### src/rtl/hex2dec_pkg.sv
// hex2dec_pkg: shared state type and constants for the counting binary-to-BCD converter
package hex2dec_pkg;
    typedef enum logic {LOAD, COUNT} state_t;
    localparam int NDIG = 4;
    localparam logic [3:0] BCD_MAX = 4'd9;
endpackage

### src/rtl/hex2dec_bcd_decade.sv
// bcd_decade: one 0..9 wrapping BCD counter stage with terminal count and carry out
module bcd_decade
    import hex2dec_pkg::*;
(
    input  logic       clk,
    input  logic       rst,
    input  logic       clr,
    input  logic       ce_in,
    output logic [3:0] q,
    output logic       tc,
    output logic       ceo
);
    assign tc  = (q == BCD_MAX);
    assign ceo = ce_in & tc;
    // digit clears at the start of a conversion, otherwise counts and wraps 9 -> 0
    always_ff @(posedge clk or posedge rst) begin
        if (rst)
            q <= 4'd0;
        else if (clr)
            q <= 4'd0;
        else if (ce_in)
            q <= tc ? 4'd0 : q + 4'd1;
    end
endmodule

### src/rtl/hex2dec.sv
// hex2dec: 16-bit binary to 4-digit packed BCD by counting a down-counter to zero
module hex2dec
    import hex2dec_pkg::*;
(
    input  logic        clk,
    input  logic        rst,
    input  logic        CE,
    input  logic [15:0] I,
    output logic [15:0] O,
    output logic [15:0] B,
    output logic [3:0]  TC,
    output logic [3:0]  CEO
);
    state_t          state;
    logic [15:0]     digits;
    logic [NDIG-1:0] ce_chain;
    logic            en0;
    logic            clr;
    assign en0 = CE & (state == COUNT) & (B != 16'd0);
    assign clr = CE & (state == LOAD);
    // each decade is enabled when every lower decade carries; same as CEO of the one below
    assign ce_chain = {en0 & (&TC[2:0]), en0 & (&TC[1:0]), en0 & TC[0], en0};
    for (genvar g = 0; g < NDIG; g++) begin : g_dec
        bcd_decade u_dec (
            .clk   (clk),
            .rst   (rst),
            .clr   (clr),
            .ce_in (ce_chain[g]),
            .q     (digits[4*g +: 4]),
            .tc    (TC[g]),
            .ceo   (CEO[g])
        );
    end
    // controller: load the down-counter, count it to zero, then latch the digit chain
    always_ff @(posedge clk or posedge rst) begin
        if (rst) begin
            state <= LOAD;
            B     <= 16'd0;
            O     <= 16'd0;
        end else if (CE) begin
            if (state == LOAD) begin
                B     <= I;
                state <= COUNT;
            end else if (B != 16'd0) begin
                B <= B - 16'd1;
            end else begin
                O     <= digits;
                state <= LOAD;
            end
        end
    end
endmodule

### config.mk
export PLATFORM = sky130hd
export DESIGN_NAME = hex2dec
export DESIGN_NICKNAME = d
export VERILOG_FILES = /design/src/rtl/hex2dec_pkg.sv /design/src/rtl/hex2dec_bcd_decade.sv /design/src/rtl/hex2dec.sv
export SDC_FILE = /design/constraint.sdc
export NUM_CORES = 1
export LEC_CHECK = 0
export ABC_CLOCK_PERIOD_IN_PS = 4400
export BUFFER_PORTS_ARGS = -buffer_cell sky130_fd_sc_hd__buf_4
export CAP_MARGIN = 10
export CORE_ASPECT_RATIO = 0.9
export CORE_MARGIN = 2
export CORE_UTILIZATION = 45
export DETAILED_ROUTE_END_ITERATION = 6
export GPL_TIMING_DRIVEN = 0
export PLACE_DENSITY_LB_ADDON = 0.25
export SYNTH_ARGS = -nofsm -noshare
export SYNTH_HDL_FRONTEND = slang
export SYNTH_SLANG_ARGS = --single-unit
### constraint.sdc
create_clock -name clk -period 4.4 [get_ports clk]
set_clock_uncertainty 0.2 [all_clocks]
set_input_delay 0.44 -clock clk [delete_from_list [all_inputs] [get_ports clk]]
set_output_delay 0.44 -clock clk [all_outputs]
set_load 0.05 [all_outputs]
==> After elaboration in Yosys (flattened, before gate mapping) <==
Cells that the tools add are included.
{ "totals": {"ff_bits": 49, "latchBits": 0, "ramBits": 0, "mem_bits_ro": 0, "inputBits": 19, "out_inout_bits": 40, "word_cells": 53, "memories": 0} }
{ "classes": {"n_addsub": 5, "mul": 0, "div": 0, "n_lt_le_gt_ge": 0, "n_eq_ne": 5, "n_shift": 0, "n_mux": 16, "bitwise": 11, "reduce_logical": 9} }
{ "ops": {"columns": ["operator", "count"], "rows": [
  ["$mux 4", 12],
  ["$mux 16", 2],
  ["$add 4x1->4 const B", 4],
  ["$eq 4x4->1 const B", 4],
  ["$reduce_bool 16->1", 1],
  ["$sub 16x1->16 const B", 1],
  ["$and 1x1->1", 9],
  ["$reduce_bool 2->1", 4],
  ["$reduce_and 3->1", 2],
  ["$reduce_and 2->1", 2],
  ["$mux 1", 2],
  ["$ne 2x1->1 const B", 1],
  ["$not 1->1", 2]
]} }

==> Longest topological paths before layout <==
{ "logic_depth": {"ltp_word": 5, "ltp_mapped": 8, "depth_no_buf": 7} }

==> Hierarchy <==
From an unflattened synthesis, not the netlist that was laid out.
{ "unflattened": {"hier_cells": 277, "area_unflattened_um2": 2751.4} }
{ "modules_own_cells": {"columns": ["module", "n_inst", "cells_each", "area_per_inst_um2", "seq_area_each_um2"], "rows": [
  ["hex2dec", 1, 169, 1740.4, 825.8],
  ["bcd_decade", 4, 27, 252.7, 100.1]
]} }

==> Worst setup path before layout <==
Ideal clock, no wire load.
{ "synth_path": {"kind": "reg-to-output", "from": "register B[0]", "to": "output port CEO[3]", "t_arrival_ns": 2.361, "t_required_ns": 3.760, "slack_ns": 1.399, "path_stages_with_launch": 9, "path_buffers": 2, "path_cell_list": "dfrtp_1 > inv_1 > ha_1 > or4b_4 > nor4_4 > buf_4 > nor2_1 > and2_1 > buf_4"} }
{ "synth_between": {"elab_chain_cells": 4} }
{ "synth_lines": {"columns": ["element", "line_no", "text"], "rows": [
  ["from (decl)", "hex2dec.sv:10", "output logic [15:0] B,"],
  ["from (signal assigned)", "hex2dec.sv:45", "B <= B - 16'd1;"],
  ["$reduce_bool 16->1", "hex2dec.sv:19", "assign en0 = CE & (state == COUNT) & (B != 16'd0);"],
  ["$and 1x1->1", "hex2dec.sv:19", null],
  ["$and 1x1->1", "hex2dec.sv:22", "assign ce_chain = {en0 & (&TC[2:0]), en0 & (&TC[1:0]), en0 & TC[0], en0};"],
  ["$and 1x1->1", "hex2dec_bcd_decade.sv:14", "assign ceo = ce_in & tc;"],
  ["to (decl)", "hex2dec.sv:12", "output logic [3:0] CEO"]
]} }
No other way between the ends.

==> Final worst setup path <==
Ends and elaborated chain as after synthesis.

==> results_dict.tcl <==
set metrics [dict create \
    area_delta_synth_final_pct 22.8 \
    setup_tns_ns 0 \
    post-route-cell-area_sq_um 3540 \
    placement.setup.worst_slack_ns 1.19 \
    proportion_of_synthesized_flip_flops_having_asynchronous_set_or_reset_pct 100 \
    timing.slew.headroom_pct 40.0 \
    dr.first_iter.drc_count 136 \
    dieHeight_um 80.0 \
    combinational_family_with_the_most_area_after_synthesis "simple AND/OR/NAND/NOR gates" \
    synth_simple_gate_area_share_pct 23.6 \
    antenna_left 0 \
    power_per_cell_area_nw_per_um2 388 \
    fin_util_pct 57.6 \
    synthesis.yosys.warnings 0 \
    hold_violations 0 \
    detailed_routing_iterations_pass_1 5 \
    grt_antenna_before_repair 0 \
    ff_latch_area_sq_um 1230 \
    dpl_cell_area_sq_um 3450 \
    vdd_drop_max_mv 0.315 \
    grt_usage_pct 21.9 \
    setup.worst_path.class "flop to output port" \
    die_area_sq_um 7070 \
    clk_root_buffer_cell "sky130_fd_sc_hd__clkbuf_8" \
    max-clock-path-buffers 2 \
    initial_utilization_pct 46.9 \
    first_pass_grt_wire_length_um 12200 \
    start_point_of_the_worst_min_delay_path "I[7]" \
    clock_tree_from_tritoncts "built" \
    worst-slew-pin-transition_ns 0.893 \
    n_antenna_cell 0 \
    multiInputGateArea_sq_um 1470 \
    die-width_um 88.4 \
    design.final.nets 385 \
    finalWorstSetupSlack_ns 0.845 \
    timing.critical_path.to_type "output port" \
    viasPerCell 5.96 \
    worst_skew_pair.late_latency_ns 0.30 \
    finalPower_w 0.00137 \
    finalWirelength_um 7630 \
    timing.critical_path.from "B[0]" \
    final-max-slew-violation-count 0 \
    crit_path_start_kind "flop" \
    via_count 2653 \
    number_of_enable_flip_flop_cells_after_synthesis 0 \
    fmax_mhz 281 \
    synth_compound_area_share_pct 15.7 \
    cts-resized-gates 0 \
    route.detailed.wl_per_inst_um 17.2 \
    grt_max_degree 36 \
    critical_path.max_fanout 10 \
    worstHoldPathType "primary input to flop" \
    drt_drc_violations_left 0 \
    htreeDepth 2 \
    synth_cell_type_count 55 \
    grt_overflow 0 \
    synthXorXnorAreaFrac_pct 0 \
    cts-buffers-inserted 5 \
    setup.reg_to_reg.worst_slack_ns 1.71 \
    grt_setup_unrepaired "false" \
    floorplan.io_pins 59 \
    timing.rr.start "B[0]" \
    sequential_element_share_of_the_synthesized_area_pct 42.5 \
    num-fill-cells 583 \
    gpl.final_weighted_congestion 0.952 \
    synthesis.area_sq_um 2890 \
    cp.required_ns 3.76 \
    place.detailed.hpwl_um 5560 \
    top_reg_cell_synth "sky130_fd_sc_hd__dfrtp_1" \
    status "complete, no violations" \
    cts.repair_timing.setup_buffer_count 0 \
    synth_cells 290 \
    cts.clk_slew.worst_paths_ns 0.09 \
    post_synth_fa_ha_maj_area_fraction_pct 3.90 \
    synth_seq_cells 49 \
    floorplan.rows 27 \
    synth.mux.area_fraction_pct 7.76 \
    clock-sinks 49 \
    p_leak_nw 1.70 \
    worst-endpoint-arrival_ns 2.91 \
    setup_viol_count_final 0 \
    final.period_utilization_pct 80.8 \
    mappedNetlistNets 318 \
    core_area_sq_um 6150 \
    synthesis.area_per_instance_sq_um 9.95 \
    layout-drive-gt1-share_pct 29.9 \
    port_buffers 58 \
    vias_in_the_first_global_route 2486 \
    layout_min_cycle_time_ns 3.55 \
    number_of_violations_of_the_max_capacitance_limit 0 \
]
[through the flow]
step	instances	hold slack [ns]
6_report	445	0.141
2_1_floorplan	290	0.291
3_3_place_gp	435	0.295
5_1_grt	445	0.160
4_1_cts	445	0.150
3_5_place_dp	436	0.238
[critical path, stage by stage (launching register included)]
cell and delay (ns):
sky130_fd_sc_hd__dfrtp_1 0.46, sky130_fd_sc_hd__inv_1 0.11, sky130_fd_sc_hd__ha_1 0.26, sky130_fd_sc_hd__or4b_4 0.54, sky130_fd_sc_hd__nor4_4 0.42, sky130_fd_sc_hd__buf_4 0.27, sky130_fd_sc_hd__nor2_1 0.08, sky130_fd_sc_hd__and2_1 0.17
sky130_fd_sc_hd__buf_4 0.12, sky130_fd_sc_hd__buf_4 0.18
[cells in the mapped netlist, types with 3 or more instances]
master / count / area (sq um)
sky130_fd_sc_hd__clkbuf_1: 9 / 33.8
sky130_fd_sc_hd__a31oi_1: 5 / 31.3
sky130_fd_sc_hd__a221o_1: 3 / 30.0
sky130_fd_sc_hd__dfrtp_1: 49 / 1230
sky130_fd_sc_hd__ha_1: 9 / 113
sky130_fd_sc_hd__o211ai_1: 6 / 45.0
sky130_fd_sc_hd__a21oi_1: 12 / 60.1
sky130_fd_sc_hd__nor3_1: 5 / 25.0
sky130_fd_sc_hd__o31ai_1: 5 / 37.5
sky130_fd_sc_hd__buf_2: 3 / 15.0
sky130_fd_sc_hd__nor4_1: 4 / 25.0
sky130_fd_sc_hd__nor3b_1: 3 / 22.5
sky130_fd_sc_hd__mux2_4: 9 / 135
sky130_fd_sc_hd__nand2_1: 25 / 93.8
sky130_fd_sc_hd__and3_1: 4 / 25.0
sky130_fd_sc_hd__o311ai_0: 3 / 26.3
sky130_fd_sc_hd__a22oi_1: 3 / 22.5
sky130_fd_sc_hd__or4_1: 8 / 60.1
sky130_fd_sc_hd__mux2_2: 7 / 78.8
sky130_fd_sc_hd__buf_4: 9 / 67.6
sky130_fd_sc_hd__o22ai_1: 4 / 25.0
sky130_fd_sc_hd__nand3_1: 13 / 65.1
sky130_fd_sc_hd__inv_1: 16 / 60.1
sky130_fd_sc_hd__o21ai_0: 11 / 55.1
sky130_fd_sc_hd__nand4_1: 10 / 62.6
sky130_fd_sc_hd__nor2_1: 13 / 48.8
[path summary, 6_finish.rpt]
kind	endpoint	depth (start not counted)
min	B[7]	3
max reg2reg	O[0]	7
min in group asynchronous	O[11]	3
max in group asynchronous	O[2]	4
min reg2reg	O[6]	1
max	CEO[3]	9
[kinds of logic after synthesis]
family / after synthesis
adders and majority gates: 9
DFF: 49
muxes: 17
AOI/OAI and AO/OA: 66
buffers and inverters: 38
and+or+nand+nor: 111
[cell usage in the layout (no fill, tap or decap), types with 3 or more instances in the layout]
cell                       synthesis  final
sky130_fd_sc_hd__buf_4             9     67
sky130_fd_sc_hd__dfrtp_1          49     49
sky130_fd_sc_hd__nand2_1          25     25
sky130_fd_sc_hd__inv_1            16     15
sky130_fd_sc_hd__nor2_1           13     13
sky130_fd_sc_hd__nand3_1          13     13
sky130_fd_sc_hd__a21oi_1          12     12
sky130_fd_sc_hd__o21ai_0          11     11
sky130_fd_sc_hd__clkbuf_1          9     10
sky130_fd_sc_hd__nand4_1          10     10
sky130_fd_sc_hd__mux2_4            9      9
sky130_fd_sc_hd__ha_1              9      9
sky130_fd_sc_hd__or4_1             8      8
sky130_fd_sc_hd__mux2_2            7      7
sky130_fd_sc_hd__o211ai_1          6      6
sky130_fd_sc_hd__nor3_1            5      5
sky130_fd_sc_hd__o31ai_1           5      5
sky130_fd_sc_hd__a31oi_1           5      5
sky130_fd_sc_hd__clkbuf_8          0      5
sky130_fd_sc_hd__nor4_1            4      4
sky130_fd_sc_hd__and3_1            4      4
sky130_fd_sc_hd__o22ai_1           4      4
sky130_fd_sc_hd__buf_2             3      3
sky130_fd_sc_hd__o311ai_0          3      3
sky130_fd_sc_hd__nor3b_1           3      3
sky130_fd_sc_hd__a22oi_1           3      3
sky130_fd_sc_hd__a221o_1           3      3
[layer usage]
metal,wire length [um],global-route usage [%],share of wire [%]
met1,3380,31.0,44
met2,3680,35.1,48
met3,475,4.24,6.2
met4,95,4.39,1.2
met5,0,0,0
[registers in the layout (all words and copies together) (netlist names)]
signal / flops
B: 16
state: 1
O: 16
g_dec.u_dec.q: 16
[power breakdown]
group	total, W	internal, W	switching, W
logic	0.000480	0.000176	0.000304
registers	0.000626	0.000512	0.000114
clock network	0.000268	0.000111	0.000157
total	0.00137	0.000799	0.000575
[repair_timing]
action,in CTS,in global routing
hold buffers,1,0
endpoints found under the hold margin,14,0
endpoints found under the setup margin,0,0
[final cells by class]
type	instances	share of cell area, %
buffer	22	3.60
timing repair buffer	60	13.1
sequential	49	34.6
inverter	16	1.69
multi-input combinational	203	41.6
clock buffer	6	2.05
clock inverter	2	0.282
tap	87	3.07
(Power assumes the default switching activity.)
